===== config.mk =====
export PLATFORM = sky130hd
export DESIGN_NAME = uart_byte_rx_flat
export DESIGN_NICKNAME = d
export VERILOG_FILES = /design/src/rtl/uart_byte_rx_pkg.sv /design/src/rtl/uart_byte_rx_if.sv /design/src/rtl/uart_byte_rx_bit_timer.sv /design/src/rtl/uart_byte_rx.sv /design/src/flat_wrapper.sv
export SDC_FILE = /design/constraint.sdc
export NUM_CORES = 1
export LEC_CHECK = 0
export BUFFER_PORTS_ARGS = -buffer_cell sky130_fd_sc_hd__buf_2
export CORE_MARGIN = 1.5
export CORE_UTILIZATION = 40
export CTS_CLUSTER_SIZE = 20
export DETAILED_ROUTE_END_ITERATION = 16
export PLACE_DENSITY = 0.64
export SLEW_MARGIN = 15
export SYNTH_ARGS = -nofsm -noshare
export SYNTH_HDL_FRONTEND = slang
export SYNTH_SLANG_ARGS = --single-unit
export TNS_END_PERCENT = 100

===== constraint.sdc =====
create_clock -name clk -period 5.57 [get_ports clk]
set_clock_uncertainty 0.1 [all_clocks]
set_input_delay 1.3925 -clock clk [delete_from_list [all_inputs] [get_ports clk]]
set_output_delay 1.3925 -clock clk [all_outputs]
set_load 0.03 [all_outputs]

===== src/rtl/uart_byte_rx_pkg.sv =====
// rtl/uart_byte_rx_pkg.sv - shared receiver state encoding, frame constants and width helper
//
// Purpose: definitions shared by the UART byte receiver and its bit timer.
// The transmit block is expected to reuse the same constants and helper.
// Ports: none (package).

package uart_byte_rx_pkg;

  localparam int UART_DATA_BITS = 8;

  typedef enum logic [2:0] {
    ST_IDLE    = 3'd0,
    ST_START   = 3'd1,
    ST_DATA    = 3'd2,
    ST_STOP    = 3'd3,
    ST_WAIT_HI = 3'd4
  } rx_state_e;

  // Bits needed to hold values 0..value-1; never less than 1.
  function automatic int clog2w(input int value);
    int w;
    w = 1;
    for (int i = 1; i < 31; i++) begin
      if ((1 << i) < value) w = i + 1;
    end
    return w;
  endfunction

endpackage


===== src/rtl/uart_byte_rx_if.sv =====
// rtl/uart_byte_rx_if.sv - valid/ready byte output bundle of the UART receiver
//
// Purpose: groups the received-byte handshake.
// Signals:
//   rx_data   8  received byte, stable while rx_valid=1 and rx_ready=0
//   rx_valid  1  byte available, held until accepted
//   rx_ready  1  consumer accepts when rx_valid & rx_ready at posedge
// Modports: master = receiver (drives data/valid), slave = consumer.

interface uart_byte_rx_if;
  logic [7:0] rx_data;
  logic       rx_valid;
  logic       rx_ready;

  modport master (output rx_data, output rx_valid, input rx_ready);
  modport slave  (input rx_data, input rx_valid, output rx_ready);
endinterface


===== src/rtl/uart_byte_rx_bit_timer.sv =====
// rtl/uart_byte_rx_bit_timer.sv - enable-gated bit timer with half/full terminal pulses
//
// Purpose: counts system clocks within a bit period for the receiver FSM.
// Ports:
//   clk, rst_n  clock, asynchronous active-low reset
//   en_i        count enable
//   clr_i       synchronous clear (wins over enable)
//   half_o      count == CLK_DIV/2-1 while enabled (mid start bit)
//   full_o      count == CLK_DIV-1 while enabled (mid data/stop bit)

module uart_byte_rx_bit_timer
  import uart_byte_rx_pkg::*;
#(
  parameter int CLK_DIV = 434
) (
  input  logic clk,
  input  logic rst_n,
  input  logic en_i,
  input  logic clr_i,
  output logic half_o,
  output logic full_o
);

  localparam int            TW      = clog2w(CLK_DIV);
  localparam logic [TW-1:0] HALF_TC = TW'(CLK_DIV / 2 - 1);
  localparam logic [TW-1:0] FULL_TC = TW'(CLK_DIV - 1);

  logic [TW-1:0] cnt_q, cnt_d;

  always_comb begin
    cnt_d = cnt_q;
    if (clr_i) begin
      cnt_d = '0;
    end else if (en_i) begin
      // Wrap rather than overflow if the FSM ever fails to clear.
      cnt_d = (cnt_q == FULL_TC) ? '0 : cnt_q + TW'(1);
    end
  end

  always_ff @(posedge clk or negedge rst_n) begin
    if (!rst_n) cnt_q <= '0;
    else        cnt_q <= cnt_d;
  end

  assign half_o = en_i && (cnt_q == HALF_TC);
  assign full_o = en_i && (cnt_q == FULL_TC);

endmodule


===== src/rtl/uart_byte_rx.sv =====
// rtl/uart_byte_rx.sv - 8N1 UART byte receiver with valid/ready output
//
// Purpose: receives asynchronous 8N1 frames on rxd, samples mid-bit, and
// presents each byte on a valid/ready handshake.
// Ports:
//   clk, rst_n  clock, asynchronous active-low reset
//   rxd         raw serial input, idle high, asynchronous to clk
//   rx_bus      master side of uart_byte_rx_if (rx_data/rx_valid out, rx_ready in)
//   frame_err   1-cycle pulse: stop bit sampled low
//   overrun     1-cycle pulse: byte completed while previous one unaccepted
//   busy        high whenever the FSM is not idle

module uart_byte_rx
  import uart_byte_rx_pkg::*;
#(
  parameter int CLK_DIV   = 434,
  parameter int DATA_BITS = UART_DATA_BITS
) (
  input  logic                  clk,
  input  logic                  rst_n,
  input  logic                  rxd,
  uart_byte_rx_if.master        rx_bus,
  output logic                  frame_err,
  output logic                  overrun,
  output logic                  busy
);

  localparam logic [2:0] IDX_LAST = 3'(DATA_BITS - 1);

  logic                 rxd_meta_q, rxs_q;
  rx_state_e            state_q, state_d;
  logic                 tmr_en, tmr_clr, half_tc, full_tc;
  logic                 shift_en, idx_clr, commit, ferr_set;
  logic [DATA_BITS-1:0] shift_q;
  logic [2:0]           idx_q;
  logic [7:0]           rx_data_q;
  logic                 rx_valid_q, ferr_q, ovr_q;

  // Two-flop synchroniser; idles high so reset never looks like a start bit.
  always_ff @(posedge clk or negedge rst_n) begin
    if (!rst_n) begin
      rxd_meta_q <= 1'b1;
      rxs_q      <= 1'b1;
    end else begin
      rxd_meta_q <= rxd;
      rxs_q      <= rxd_meta_q;
    end
  end

  uart_byte_rx_bit_timer #(.CLK_DIV(CLK_DIV)) u_timer (
    .clk    (clk),
    .rst_n  (rst_n),
    .en_i   (tmr_en),
    .clr_i  (tmr_clr),
    .half_o (half_tc),
    .full_o (full_tc)
  );

  always_ff @(posedge clk or negedge rst_n) begin
    if (!rst_n) state_q <= ST_IDLE;
    else        state_q <= state_d;
  end

  always_comb begin
    state_d  = state_q;
    tmr_en   = 1'b0;
    tmr_clr  = 1'b0;
    shift_en = 1'b0;
    idx_clr  = 1'b0;
    commit   = 1'b0;
    ferr_set = 1'b0;
    case (state_q)
      ST_IDLE: begin
        tmr_clr = 1'b1;
        if (!rxs_q) state_d = ST_START;
      end
      ST_START: begin
        tmr_en = 1'b1;
        if (half_tc) begin
          tmr_clr = 1'b1;
          if (rxs_q) begin
            state_d = ST_IDLE;          // too short to be a start bit
          end else begin
            idx_clr = 1'b1;
            state_d = ST_DATA;
          end
        end
      end
      ST_DATA: begin
        tmr_en = 1'b1;
        if (full_tc) begin
          tmr_clr  = 1'b1;
          shift_en = 1'b1;
          if (idx_q == IDX_LAST) state_d = ST_STOP;
        end
      end
      ST_STOP: begin
        tmr_en = 1'b1;
        if (full_tc) begin
          tmr_clr = 1'b1;
          if (rxs_q) begin
            commit  = 1'b1;
            state_d = ST_IDLE;
          end else begin
            ferr_set = 1'b1;
            state_d  = ST_WAIT_HI;      // line held low: wait for it to recover
          end
        end
      end
      ST_WAIT_HI: begin
        if (rxs_q) state_d = ST_IDLE;
      end
      default: state_d = ST_IDLE;
    endcase
  end

  // LSB arrives first, so shift in from the top.
  always_ff @(posedge clk or negedge rst_n) begin
    if (!rst_n) begin
      shift_q <= '0;
      idx_q   <= '0;
    end else begin
      if (idx_clr)       idx_q <= '0;
      else if (shift_en) idx_q <= idx_q + 3'd1;
      if (shift_en) shift_q <= {rxs_q, shift_q[DATA_BITS-1:1]};
    end
  end

  // A commit may load over a byte that is being accepted in the same cycle;
  // otherwise a pending byte wins and the new one is dropped.
  always_ff @(posedge clk or negedge rst_n) begin
    if (!rst_n) begin
      rx_data_q  <= '0;
      rx_valid_q <= 1'b0;
      ferr_q     <= 1'b0;
      ovr_q      <= 1'b0;
    end else begin
      ferr_q <= ferr_set;
      ovr_q  <= 1'b0;
      if (commit) begin
        if (!rx_valid_q || rx_bus.rx_ready) begin
          rx_data_q  <= shift_q[7:0];
          rx_valid_q <= 1'b1;
        end else begin
          ovr_q <= 1'b1;
        end
      end else if (rx_valid_q && rx_bus.rx_ready) begin
        rx_valid_q <= 1'b0;
      end
    end
  end

  assign rx_bus.rx_data  = rx_data_q;
  assign rx_bus.rx_valid = rx_valid_q;
  assign frame_err       = ferr_q;
  assign overrun         = ovr_q;
  assign busy            = (state_q != ST_IDLE);

endmodule


===== src/flat_wrapper.sv =====
// flat-port wrapper written by rule: the top's interface ports become plain ports
module uart_byte_rx_flat import uart_byte_rx_pkg::*;
#(
  parameter int CLK_DIV   = 434,
  parameter int DATA_BITS = UART_DATA_BITS
)
  (clk, rst_n, rxd, frame_err, overrun, busy, rx_bus_rx_data, rx_bus_rx_valid, rx_bus_rx_ready);
  uart_byte_rx_if rx_bus_i ();
  input  logic clk;
  input  logic rst_n;
  input  logic rxd;
  output logic frame_err;
  output logic overrun;
  output logic busy;
  output wire logic [$bits(rx_bus_i.rx_data)-1:0] rx_bus_rx_data;
  output wire logic [$bits(rx_bus_i.rx_valid)-1:0] rx_bus_rx_valid;
  input wire logic [$bits(rx_bus_i.rx_ready)-1:0] rx_bus_rx_ready;
  assign rx_bus_rx_data = rx_bus_i.rx_data;
  assign rx_bus_rx_valid = rx_bus_i.rx_valid;
  assign rx_bus_i.rx_ready = rx_bus_rx_ready;
  uart_byte_rx #(.CLK_DIV(CLK_DIV), .DATA_BITS(DATA_BITS)) u_core (.clk(clk), .rst_n(rst_n), .rxd(rxd), .rx_bus(rx_bus_i), .frame_err(frame_err), .overrun(overrun), .busy(busy));
endmodule

Yosys cells after proc, flatten, opt, wreduce, memory -nomap -nowiden:

Cells that the tools add are included.

* register bits after elaboration: 36
* latch bits: 0
* bits in writable memories: 0
* bits in read-only memories: 0
* output and inout bits: 12
* memories kept: 0

* add/subtract/negate cells: 2
* multipliers: 0
* divide/modulo/power cells: 0
* $lt $le $gt $ge: 0
* equality and inequality tests: 14
* shift-type cells: 0
* mux-type cells: 32
* bitwise operators: 0
* reduce and logical (&&, ||, !) cells: 15

Operator list (number)
* $mux 3: 9
* $mux 9: 3
* $mux 1: 17
* $pmux 3 s5: 1
* $ne 2x1->1 const B: 5
* $add 9x1->9 const B: 1
* $eq 9x8->1 const B: 1
* $eq 9x9->1 const B: 1
* $eq 3x2->1 const B: 2
* $eq 3x3->1 const B: 2
* $reduce_and 6->1: 1
* $reduce_bool 2->1: 3
* $ne 2x2->1 const B: 2
* $reduce_and 2->1: 2
* $add 3x1->3 const B: 1
* $eq 3x1->1 const B: 1
* $logic_and 1x1->1: 3
* $logic_not 3->1: 1
* $pmux 1 s3: 1
* $reduce_bool 3->1: 1
* $reduce_or 3->1: 1
* $mux 2: 1
* $reduce_or 2->1: 1
* $logic_not 1->1: 1
* $logic_or 1x1->1: 1

Longest topological paths before layout:

Gate-level depths: netlist (run 1).

* depth after elaboration: 8
* gate-level depth with buffers: 8
* gate-level depth less buffers: 7

By module:

From an unflattened synthesis (run 1), not the netlist that was laid out.

* cells, all modules: 138
* area total of the unflattened synthesis: 1696.6 um^2

Modules (own cells, without submodules)
* uart_byte_rx: times used 1, cells an instance 81, area an instance 1131.1 um^2
* uart_byte_rx_bit_timer: times used 1, cells an instance 57, area an instance 565.5 um^2

Least setup slack after synthesis (run 1):

Ideal clock, no wire load.

* path type: register to output
* start point: register u_core.state_q[1]
* end point: output busy
* arrival time: 1.038 ns
* path slack: 3.040 ns
* stages on the path, launching flop included: 3
* cell sequence: dfrtp_1 -> buf_6 -> or3_1

* longest elaborated chain between the ends: 1

RTL lines
* start, declared: line uart_byte_rx.sv:31 `rx_state_e state_q, state_d;`
* start signal, assigned: line uart_byte_rx.sv:61 `else state_q <= state_d;`
* $reduce_bool 3->1: line uart_byte_rx.sv:157 `assign busy = (state_q != ST_IDLE);`
* end, declared: line flat_wrapper.sv:14 `output logic busy;`

Every way passes these cells.

Worst setup path after layout (run 1):

* start point: register u_core.state_q[2]
* end point: output busy

Same word-level chain as after synthesis.

==> metrics.md, run 1 <==
| Metric | Value |
|---|---|
| Minimum clock period | ~3000 ps |
| IO Count | 16 |
| Max_cap viols | 0 |
| Ant diodes | 0 |
| Ys flop type | dfrtp_1 |
| Core area | approximately 4000 µm² |
| Final period util | 53.3% |
| Die Area | between 4000 and 5000 µm² |
| CP Class | flop to output pin |
| Cell Area, Placed | about 1800 µm² |
| Root buf cell | clkbuf_8 |
| CP arrival | between 1000 and 1500 ps |
| Residual DRC | 0 |
| Die height | about 68 µm |
| Slew @ Worst Pin | between 700 and 800 ps |
| Avg WL per Cell | around 13 µm |
| Final nets | between 150 and 200 |
| Leak pwr | between 0.9 and 1 nW |
| CTS sink cnt | 36 |
| Synth unique cells | 38 |
| TritonCTS clock tree | yes |
| Syn Nets | between 150 and 200 |
| EDFF count, synth | 0 |
| Max Slew Vio Count | 0 |
| Initial antenna violation count | 0 |
| Site Rows | 23 |
| Clock Tree Buf Depth | 2 |
| Async SR Flop Fraction | 100% |
| GP Congestion | about 0.74 |
| Pre-CTS WS | between 2000 and 3000 ps |
| Via density per instance | ~5.2 |
| Iter 0 DRT Violations | 34 |
| GRT Overall Usage | 14.0% |
| Area Growth Syn to Fin | 11.3% |
| Max transition margin | between 40% and 50% |
| Achievable Freq | roughly 340 MHz |
| Share of cells above drive strength 1 | between 30% and 40% |
| Hold-fix buffers at CTS | 0 |
| Final Total Pwr | 0.489 mW |
| Dpl hpwl | around 2000 µm |
| Crit-path max FO | 22 |
| Num CTS Buffers | 5 |
| Worst-Skew Late Latency | roughly 280 ps |
| GR Overflow Total | 0 |
| Post-route ant nets | 0 |
| Worst vdd ir | approximately 0.15 mV |
| PwrDens | about 260 nW/µm² |
| Global-route wire length before repair | 4780 µm |
| Pin count of the biggest net entering global routing | 37 |
| Synth warnings | 0 |
| Clk slew on worst S/H paths | around 70 ps |
| Critical Path Source Type | flop |
| Vias | between 1,000 and 1,500 |
| Setup Viol. Count Final | 0 |
| CP Capture Type | output pin |
| Post-synth design cell area | 1690 µm² |
| Setup WS post-layout | 2600 ps |
| Post-Syn Instances | about 150 |
| Chip Width | about 68 µm |
| Number of detailed-route iterations in the first pass | 4 |
| Setup TNS Final | 0 ps |
| CP required | around 4100 ps |
| Vias in the first global route | ~1,000 |
| Post-cts resize count | 0 |
| I/O Buffers | 15 |
| Synth Register Bits | 36 |
| RSZ-0062 raised after global routing | no |
| Design area | ~1900 µm² |
| HP Class | flop to flop |
| Initial Util | between 40% and 50% |
| Hold Fails Final Rpt | 0 |
| Sequential element share of the synthesized area | approximately 54% |
| Outcome | completed |
| H-tree depth | 2 |
| Syn Area/Cell | 11.6 µm² |
| Post-CTS setup buffer count | 0 |
| DRT Wirelength | roughly 2800 µm |
-- through the flow --
step           std cells  utilization [%]  hold WS [ps]
2_1_floorplan        145                -           245
3_3_place_gp         203             43.9           251
3_5_place_dp         203             43.9           248
4_1_cts              211             46.6           259
5_1_grt              211             46.6           265
6_report             211             46.6           257
-- cell usage after synthesis (2+ instances only) --
library cell,instances,area [µm²]
dfrtp_1,34,851
mux2_2,16,180
nand2_1,15,56.3
nor2_1,9,33.8
o21ai_0,8,40.0
a21oi_1,5,25.0
ha_1,5,62.6
nand3_1,5,25.0
inv_1,4,15.0
a21o_1,3,22.5
buf_2,3,15.0
nand2b_1,3,18.8
or3_1,3,18.8
a311oi_1,2,17.5
and3b_1,2,17.5
buf_6,2,22.5
dfstp_2,2,52.6
mux2i_1,2,20.0
nor3_1,2,10.0
or2_2,2,12.5
-- placed cells by master, fill, tap and decap left out, types with 2 or more instances in the layout --
cell type,count
dfrtp_1,34
mux2_2,16
nand2_1,15
buf_2,15
nor2_1,9
o21ai_0,8
nand3_1,5
a21oi_1,5
ha_1,5
clkbuf_8,5
inv_1,4
or3_1,3
nand2b_1,3
a21o_1,3
and3b_1,2
nor3_1,2
a311oi_1,2
or2_2,2
mux2i_1,2
dfstp_2,2
-- state kept, by name, summed over array words and instances, names as in the netlist --
signal and cells:
u_core.u_timer.cnt_q 9, u_core.rx_bus.rx_data 8, u_core.shift_q 8, u_core.idx_q 3, u_core.state_q 3, u_core.frame_err 1
u_core.overrun 1, u_core.rx_bus.rx_valid 1, u_core.rxd_meta_q 1, u_core.rxs_q 1
-- power by group --
group,switching (mW),internal [mW]
sequential,0.000899,0.263
clock,0.0866,0.133
combinational,0.00498,0.000909
total,0.0925,0.396
-- final timing paths --
path                                                   endpoint                           startpoint  slack (ps)  depth (start not counted)
max in group asynchronous   u_core.u_timer.cnt_q[2]$_DFFE_PN0P_                                rst_n        3790                          1
setup reg to reg                  u_core.shift_q[0]$_DFFE_PN0P_  u_core.u_timer.cnt_q[1]$_DFFE_PN0P_        3310                          6
min in group asynchronous  u_core.rx_bus.rx_data[1]$_DFFE_PN0P_                                rst_n        1080                          1
hold / removal                           u_core.rxs_q$_DFF_PN1_          u_core.rxd_meta_q$_DFF_PN1_         260                          0
setup / recovery                                           busy        u_core.state_q[2]$_DFFE_PN0P_        2600                          2
hold reg to reg                          u_core.rxs_q$_DFF_PN1_          u_core.rxd_meta_q$_DFF_PN1_         260                          0
-- per-layer routing --
metal	vias up	part of all wire, %	track usage, %
li1	537	-	-
met1	528	48	18.7
met2	18	47	20.5
met3	5	4.0	4.93
met4	0	1.2	6.00
met5	-	0	0
-- kinds of logic (layout without fill, tap and decap cells) --
logic type / count (synthesis) / in the layout / synth area share [%]
compound gates: 24 / 24 / 9.49
buf+inv: 11 / 27 / 4.15
fa+ha+maj: 5 / 5 / 3.71
xor+xnor: 2 / 2 / 1.04
simple gates: 49 / 49 / 16.2
flops: 36 / 36 / 53.5
mux: 18 / 18 / 11.9
-- critical path, cell delays in order (launching register included) --
cell	delay [ps]
dfrtp_1	610
or3_1	400
buf_2	180
-- area by class of cell --
type | count | area (µm²)
Clock buffer | 6 | 72.6
Clock inverter | 2 | 35.0
Fill cell | 399 | 2150
Inverter | 4 | 15.0
Multi-Input combinational cell | 98 | 714
Sequential cell | 36 | 903
Tap cell | 50 | 62.6
Timing Repair Buffer | 15 | 75.1
Note: power is estimated with default switching activity, not from simulation.
==> inputs of run 2 (changes only) <==
--- a/config.mk
+++ b/config.mk
@@ -5,12 +5,13 @@
 export SDC_FILE = /design/constraint.sdc
 export NUM_CORES = 1
 export LEC_CHECK = 0
+export ABC_AREA = 1
 export BUFFER_PORTS_ARGS = -buffer_cell sky130_fd_sc_hd__buf_2
 export CORE_MARGIN = 1.5
 export CORE_UTILIZATION = 40
 export CTS_CLUSTER_SIZE = 20
 export DETAILED_ROUTE_END_ITERATION = 16
-export PLACE_DENSITY = 0.64
+export PLACE_DENSITY = 0.65
 export SLEW_MARGIN = 15
 export SYNTH_ARGS = -nofsm -noshare
 export SYNTH_HDL_FRONTEND = slang
==> constraint.sdc (replaced) <==
create_clock -name clk -period 2.6 [get_ports clk]
set_clock_uncertainty 0.1 [all_clocks]
set_input_delay 0.65 -clock clk [delete_from_list [all_inputs] [get_ports clk]]
set_output_delay 0.65 -clock clk [all_outputs]
set_load 0.03 [all_outputs]
==> run 2 against run 1 <==
  * Sequential share of layout area down 5.1 points
  * Critical path depth up 1
  * Worst setup slack worse by 2100 ps
  * Register-to-register slack worse by 2600 ps
  * Critical endpoint unchanged
  * Largest power group unchanged
==> metrics.md, run 2 <==
| Metric | Value |
|---|---|
| GRT Overall Usage | 14.9% (+0.93 points) |
| Syn Nets | 232 (+51%) |
| Setup TNS Final | 0 ps (unchanged) |
| Top cells by count, synth | nand2_1, dfrtp_1, inv_1, nor2_1, nand3_1 |
| Chip Width | 71.8 µm (+5.6%) |
| Crit path buf inv count | 2 (+1) |
| Vias in the first global route | 1,427 (+38%) |
| Minimum clock period | between 2000 and 2500 ps |
| Max transition margin | 46.8% (-1.5 points) |
| Area Growth Syn to Fin | 11.0% |
| Slew @ Worst Pin | 798 ps (+21.9 ps) |
| Vias | 1,417 (+30%) |
| Die Area | 5150 µm² (+12%) |
| Dpl hpwl | 2390 µm (+20%) |
| IO Count | 16 (unchanged) |
| PwrDens | 471 nW/µm² (+81%) |
| Wire length on met1 | 1590 µm (+18%) |
| Final Total Pwr | 0.989 mW (+100%) |
| Post-route ant nets | 0 (unchanged) |
| Async SR Flop Fraction | 100% (unchanged) |
| Post-synth design cell area | 1890 µm² (+12%) |
| Residual DRC | 0 (unchanged) |
| Share of cells above drive strength 1 | 22.6% (-7.8 points) |
| HP Class | flop to flop |
| Achievable Freq | roughly 470 MHz |
| Met2 wire length | 1550 µm (+16%) |
| Critical path's largest stage delay | 650 ps (+40 ps) |
| Site Rows | 24 (+4.3%) |
| Top-count cell post-synth | nand2_1 |
| RSZ-0062 raised after global routing | no |
| Max Slew Vio Count | 0 (unchanged) |
| Number of flip-flops in the largest register | 9 (unchanged) |
| Post-CTS setup buffer count | 0 (unchanged) |
| Worst-Skew Late Latency | 280 ps (about the same) |
| Max layer used | met4 |
| CP Capture Type | output pin |
| Largest Register | u_core.u_timer.cnt_q |
| Top delay family on crit path | flip-flops |
| CTS sink cnt | 36 (unchanged) |
| Ys flop type | dfrtp_1 |
| Worst vdd ir | 0.239 mV (+64%) |
| Final period util | 82.4% |
| DRT Wirelength | 3320 µm (+17%) |
| Syn Area/Cell | 8.49 µm² (-27%) |
| Leak pwr | 1.08 nW (+11%) |
| Setup Viol. Count Final | 0 (unchanged) |
| Root buf cell | clkbuf_8 |
| Filler cell count | 433 (+8.5%) |
| Post-Syn Instances | 223 (+54%) |
| Clock Tree Buf Depth | 2 (unchanged) |
| Most frequent cells in the layout | nand2_1, dfrtp_1, inv_1 |
| H-tree depth | 2 (unchanged) |
| Die height | 71.8 µm (+5.6%) |
| Synth area leader | dfrtp_1 |
| Initial antenna violation count | 0 (unchanged) |
| Synth warnings | 0 (unchanged) |
| Ant diodes | 0 (unchanged) |
| Pin count of the biggest net entering global routing | 37 (unchanged) |
| TritonCTS clock tree | yes |
| Hold-fix buffers at CTS | 0 (unchanged) |
| CP arrival | 1390 ps (-90 ps) |
| Critical Path Source Type | flop |
| Synth Register Bits | 36 (unchanged) |
| Slowest-stage cell, CP | dfrtp_1 |
| Final nets | 251 (+49%) |
| Clk slew on worst S/H paths | 70 ps (about the same) |
| Post-cts resize count | 0 (unchanged) |
| Core area | 4440 µm² (+10%) |
| Synth top area share | 44.9% (-5.5 points) |
| Sequential element share of the synthesized area | 47.7% (-5.8 points) |
| Hold Fails Final Rpt | 0 (unchanged) |
| Cell Area, Placed | 2010 µm² (+13%) |
| Iter 0 DRT Violations | 83 (+140%) |
| Crit-path cells | inv_2 > nand2_1 > buf_2 |
| Design area | 2100 µm² (+12%) |
| Num CTS Buffers | 5 (unchanged) |
| Number of detailed-route iterations in the first pass | 6 (+2) |
| Global-route wire length before repair | 6030 µm (+26%) |
| Synth unique cells | 26 (-32%) |
| GR Overflow Total | 0 (unchanged) |
| Via density per instance | 4.80 (-6.8%) |
| Met3 WL | 128 µm (+14%) |
| Top post-synthesis cells by area | dfrtp_1, nand2_1, o21ai_2 |
| CP Class | flop to output pin |
| Outcome | completed |
| CP required | 1850 ps (-2230 ps) |
| Initial Util | 42.6% (+0.70 points) |
| Avg WL per Cell | 11.2 µm (-16%) |
| I/O Buffers | 15 (unchanged) |
| Max_cap viols | 0 (unchanged) |
| EDFF count, synth | 0 (unchanged) |
| Commonest non-fill, non-tap cell in the layout | nand2_1 |
| Min Hold Slack | 255 ps (-2.12 ps) |
| Crit-path max FO | 15 (-32%) |
| GP Congestion | 0.838 (+13%) |
| Post-layout util | 47.3% (+0.65 points) |
run 2: cell types whose count changed in the layout (fill, tap and decap cells not counted), moves of 4 or more:
cell / before / now
nand3_1: 5 / 16
o21ai_2: 0 / 15
nor2_1: 9 / 19
inv_1: 4 / 27
mux2_2: 16 / 0
nand2_1: 15 / 64
inv_2: 0 / 4
run 2: cell families after synthesis:
logic type      share of synthesized area (%)
compound gates                           10.9
xor+xnor                                 2.31
fa+ha+maj                                3.30
buf+inv                                  7.53
flops                                    47.7
simple gates                             28.2
run 2: final cells by class:
| class | instances | area (µm²) | share of cell area [%] |
|---|---|---|---|
| tap | 52 | 65.1 | 3.10 |
| inverter | 31 | 116 | 5.54 |
| sequential | 36 | 903 | 43.0 |
| clock inverter | 1 | 7.51 | 0.357 |
| timing repair buffer | 15 | 75.1 | 3.57 |
| multi-input combinational | 153 | 847 | 40.3 |
| clock buffer | 7 | 86.3 | 4.11 |
run 2: path summary, 6_finish.rpt:
path	start	slack, ps	to	cells after the start
max	u_core.state_q[2]$_DFFE_PN0P_	460	busy	3
max in group asynchronous	rst_n	1550	u_core.rx_bus.rx_data[3]$_DFFE_PN0P_	1
min in group asynchronous	rst_n	350	u_core.u_timer.cnt_q[5]$_DFFE_PN0P_	1
min	u_core.rxd_meta_q$_DFF_PN1_	260	u_core.rxs_q$_DFF_PN1_	0
max reg2reg	u_core.state_q[2]$_DFFE_PN0P_	760	u_core.rx_bus.rx_data[3]$_DFFE_PN0P_	8
min reg2reg	u_core.rxd_meta_q$_DFF_PN1_	260	u_core.rxs_q$_DFF_PN1_	0
run 2: worst reg2reg max path, cell delays in order, from the launching register on:
cell	delay, ps
dfrtp_1	560
inv_2	180
nand2_1	90
nor2_2	150
inv_2	60
nor2_2	140
nand3_4	230
nand2_1	150
o21ai_2	60
run 2: per-stage QoR:
step,cells,setup WS [ps]
after floorplan,223,1020
after global placement,287,819
after detailed placement,287,763
after CTS,295,474
after global routing,295,362
final,295,457
run 2: where the power goes:
| group | internal [mW] | switching [mW] |
|---|---|---|
| registers | 0.563 | 0.00106 |
| logic | 0.00214 | 0.0125 |
| clock network | 0.215 | 0.195 |
| total | 0.780 | 0.209 |
run 2: layer usage:
metal	global-route usage (%)	vias up
met5	0	-
met4	6.29	0
met3	3.80	4
met2	24.5	29
met1	18.8	647
li1	-	737
==> inputs of run 3 (changes only) <==
--- a/config.mk
+++ b/config.mk
@@ -5,13 +5,13 @@
 export SDC_FILE = /design/constraint.sdc
 export NUM_CORES = 1
 export LEC_CHECK = 0
-export ABC_AREA = 1
+export ABC_AREA = 0
 export BUFFER_PORTS_ARGS = -buffer_cell sky130_fd_sc_hd__buf_2
 export CORE_MARGIN = 1.5
 export CORE_UTILIZATION = 40
 export CTS_CLUSTER_SIZE = 20
 export DETAILED_ROUTE_END_ITERATION = 16
-export PLACE_DENSITY = 0.65
+export PLACE_DENSITY = 0.64
 export SLEW_MARGIN = 15
 export SYNTH_ARGS = -nofsm -noshare
 export SYNTH_HDL_FRONTEND = slang
==> constraint.sdc (replaced) <==
create_clock -name clk -period 2.25 [get_ports clk]
set_clock_uncertainty 0.1 [all_clocks]
set_input_delay 0.5625 -clock clk [delete_from_list [all_inputs] [get_ports clk]]
set_output_delay 0.5625 -clock clk [all_outputs]
set_load 0.03 [all_outputs]
==> run 3 against run 2 <==
  * Non-clock buffer count grew 5
  * Register-to-register slack got worse by 550 ps
  * Largest power group unchanged
  * Routed wire length shrank 10%
  * First-iteration DRC count is 8.4% lower
  * Global-route usage rose by 0.11 points
  * Worst setup slack worse by 250 ps
==> metrics.md, run 3 (same netlist as run 1, synthesis figures left out) <==
| Metric | Value |
|---|---|
| Outcome | completed |
| Number of detailed-route iterations in the first pass | 4 (-2) |
| Via density per instance | 5.37 (+12%) |
| Hold Fails Final Rpt | 0 (unchanged) |
| H-tree depth | 2 (unchanged) |
| Int Pwr | 0.873 mW (+12%) |
| Post-layout util | 47.2% (-0.095 points) |
| CP required | 2360 ps (+510 ps) |
| Largest Register | u_core.u_timer.cnt_q |
| Global-route wire length before repair | 5000 µm (-17%) |
| Die height | 68.0 µm (-5.3%) |
| Setup TNS Final | 0 ps (unchanged) |
| Worst vdd ir | 0.377 mV (+58%) |
| Clock power share | 40.5% (-1.0 points) |
| Initial Util | 41.9% (-0.70 points) |
| Max_cap viols | 0 (unchanged) |
| Number of flip-flops in the largest register | 9 (unchanged) |
| GP Congestion | 0.796 (-5.0%) |
| Residual DRC | 0 (unchanged) |
| GRT Overall Usage | 15.0% (+0.11 points) |
| Crit path from | u_core.u_timer.cnt_q[0]$_DFFE_PN0P_ |
| Max Slew Vio Count | 0 (unchanged) |
| HP Class | primary input to async pin |
| Slowest-stage cell, CP | or4b_4 |
| Max transition margin | 47.7% (+0.95 points) |
| Critical path's largest stage delay | 540 ps (-110 ps) |
| Minimum clock period | 2040 ps |
| CP arrival | 2160 ps (+770 ps) |
| Ant diodes | 0 (unchanged) |
| CP Capture Type | flop |
| Die Area | 4620 µm² (-10%) |
| I/O Buffers | 15 (unchanged) |
| Clk slew on worst S/H paths | 80 ps (about the same) |
| Worst-Skew Late Latency | 300 ps (+20 ps) |
| CP Class | flop to flop |
| Logic pwr share | 1.3% (-0.2 points) |
| Post-CTS setup buffer count | 0 (unchanged) |
| Pin count of the biggest net entering global routing | 37 (unchanged) |
| TritonCTS clock tree | yes |
| Avg WL per Cell | 13.7 µm (+22%) |
| Crit-path max FO | 6 (-9) |
| IO Count | 16 (unchanged) |
| Setup Viol. Count Final | 0 (unchanged) |
| Vias in the first global route | 1,089 (-24%) |
| Chip Width | 68.0 µm (-5.3%) |
| Achievable Freq | ~490 MHz |
| Sequential share of power | 58.2% (+1.2 points) |
| Sw power | 0.247 mW (+19%) |
| Initial antenna violation count | 0 (unchanged) |
| Post-route ant nets | 0 (unchanged) |
| Final nets | 174 (-31%) |
| Worst r2r src | u_core.u_timer.cnt_q[0]$_DFFE_PN0P_ |
| Share of cells above drive strength 1 | 33.7% (+11 points) |
| PwrDens | 590 nW/µm² (+25%) |
| Critical Path Source Type | flop |
| Register area | 905 µm² (+0.14%) |
| Root buf cell | clkbuf_8 |
| Hold-fix buffers at CTS | 0 (unchanged) |
| Crit-path cells | inv_1 > ha_1 > and4bb_1 > nand2_1 > or4b_4 > nor2b_4 > a311oi_2 |
| Slew @ Worst Pin | 784 ps (-14.3 ps) |
| Num CTS Buffers | 5 (unchanged) |
| Final period util | 90.9% |
| Commonest non-fill, non-tap cell in the layout | dfrtp_1 |
| Min Hold Slack | 241 ps (-13.9 ps) |
| GR Overflow Total | 0 (unchanged) |
| Area Growth Syn to Fin | 12.6% |
| Multi-input gate area | 721 µm² (-15%) |
| Site Rows | 23 (-4.2%) |
| Leak pwr | 0.985 nW (-8.9%) |
| Net switching fraction of the power | 22.1% (+0.98 points) |
| Dpl hpwl | 2040 µm (-15%) |
| Design area | 1900 µm² (-9.5%) |
| Filler cell count | 387 (-11%) |
| Cell Area, Placed | 1810 µm² (-9.9%) |
| Most frequent cells in the layout | dfrtp_1, mux2_2, nand2_1, buf_2, nor2_1 |
| Vias | 1,160 (-18%) |
| Core area | 4030 µm² (-9.3%) |
| Iter 0 DRT Violations | 76 (-8.4%) |
| Worst-case reg-to-reg path depth | 7 (-1) |
| Clock Tree Buf Depth | 2 (unchanged) |
| DRT Wirelength | 2970 µm (-10%) |
| Inst Count DP | 208 (-28%) |
| CTS sink cnt | 36 (unchanged) |
| RSZ-0062 raised after global routing | no |
| Post-Layout Cell Count | 216 (-27%) |
run 3: cell count changes in the layout (fill, tap and decap cells not counted), moves of 4 or more:
cell and change:
nand2_1 -49, inv_1 -23, mux2_2 +16, o21ai_2 -15
nand3_1 -11, nor2_1 -10, buf_4 +5, inv_2 -4
run 3: final timing paths:
check / slack, ps / end
max: 210 / u_core.state_q[1]$_DFFE_PN0P_
min: 240 / u_core.state_q[1]$_DFFE_PN0P_
max reg2reg: 210 / u_core.state_q[1]$_DFFE_PN0P_
min reg2reg: 260 / u_core.rxs_q$_DFF_PN1_
max in group asynchronous: 1270 / u_core.u_timer.cnt_q[0]$_DFFE_PN0P_
min in group clk: 250 / u_core.rxd_meta_q$_DFF_PN1_
run 3: per-layer routing:
metal / share of wire [%] / up-vias / global-route usage [%]
li1: - / 549 / -
met1: 47 / 572 / 19.2
met2: 46 / 30 / 22.0
met3: 4.3 / 9 / 3.95
met4: 3.1 / 0 / 10.8
met5: 0 / - / 0
run 3: cell type report:
| cell class | instances | area share [%] |
|---|---|---|
| tap | 50 | 3.29 |
| clock buffer | 7 | 4.02 |
| timing repair buffer | 20 | 5.92 |
| clock inverter | 1 | 0.461 |
| inverter | 4 | 0.790 |
| multi-input combinational | 98 | 37.9 |
| sequential | 36 | 47.6 |
run 3: power groups by stage:
stage / clock [mW] / sequential [mW] / combinational, mW
CTS: 0.466 / 0.652 / 0.0160
floorplan: 0 / 0.664 / 0.000632
global placement: 0 / 0.665 / 0.0152
finish: 0.454 / 0.652 / 0.0148
global route: 0.494 / 0.652 / 0.0179
detailed placement: 0 / 0.665 / 0.0159
run 3: worst max-delay path: cells and delay by family, from the launching register on:
kind	cells	cell delay [ps]
AO/OA/AOI/OAI	1	220
AND/OR/NAND/NOR	4	990
adder cells (fa/ha/maj)	1	140
flip-flops	1	440
buffers and inverters	1	60
run 3: repair_timing:
action	in CTS	in global routing
gates resized for setup	0	3
hold endpoints to repair	0	0
setup endpoints to repair	0	7
run 3: metrics by stage:
step / setup WS [ps] / total power, mW
floorplan: 322 / 0.664
CTS: 100 / 1.13
detailed placement: 138 / 0.680
global placement: 151 / 0.680
finish: 205 / 1.12
global route: 37.5 / 1.16
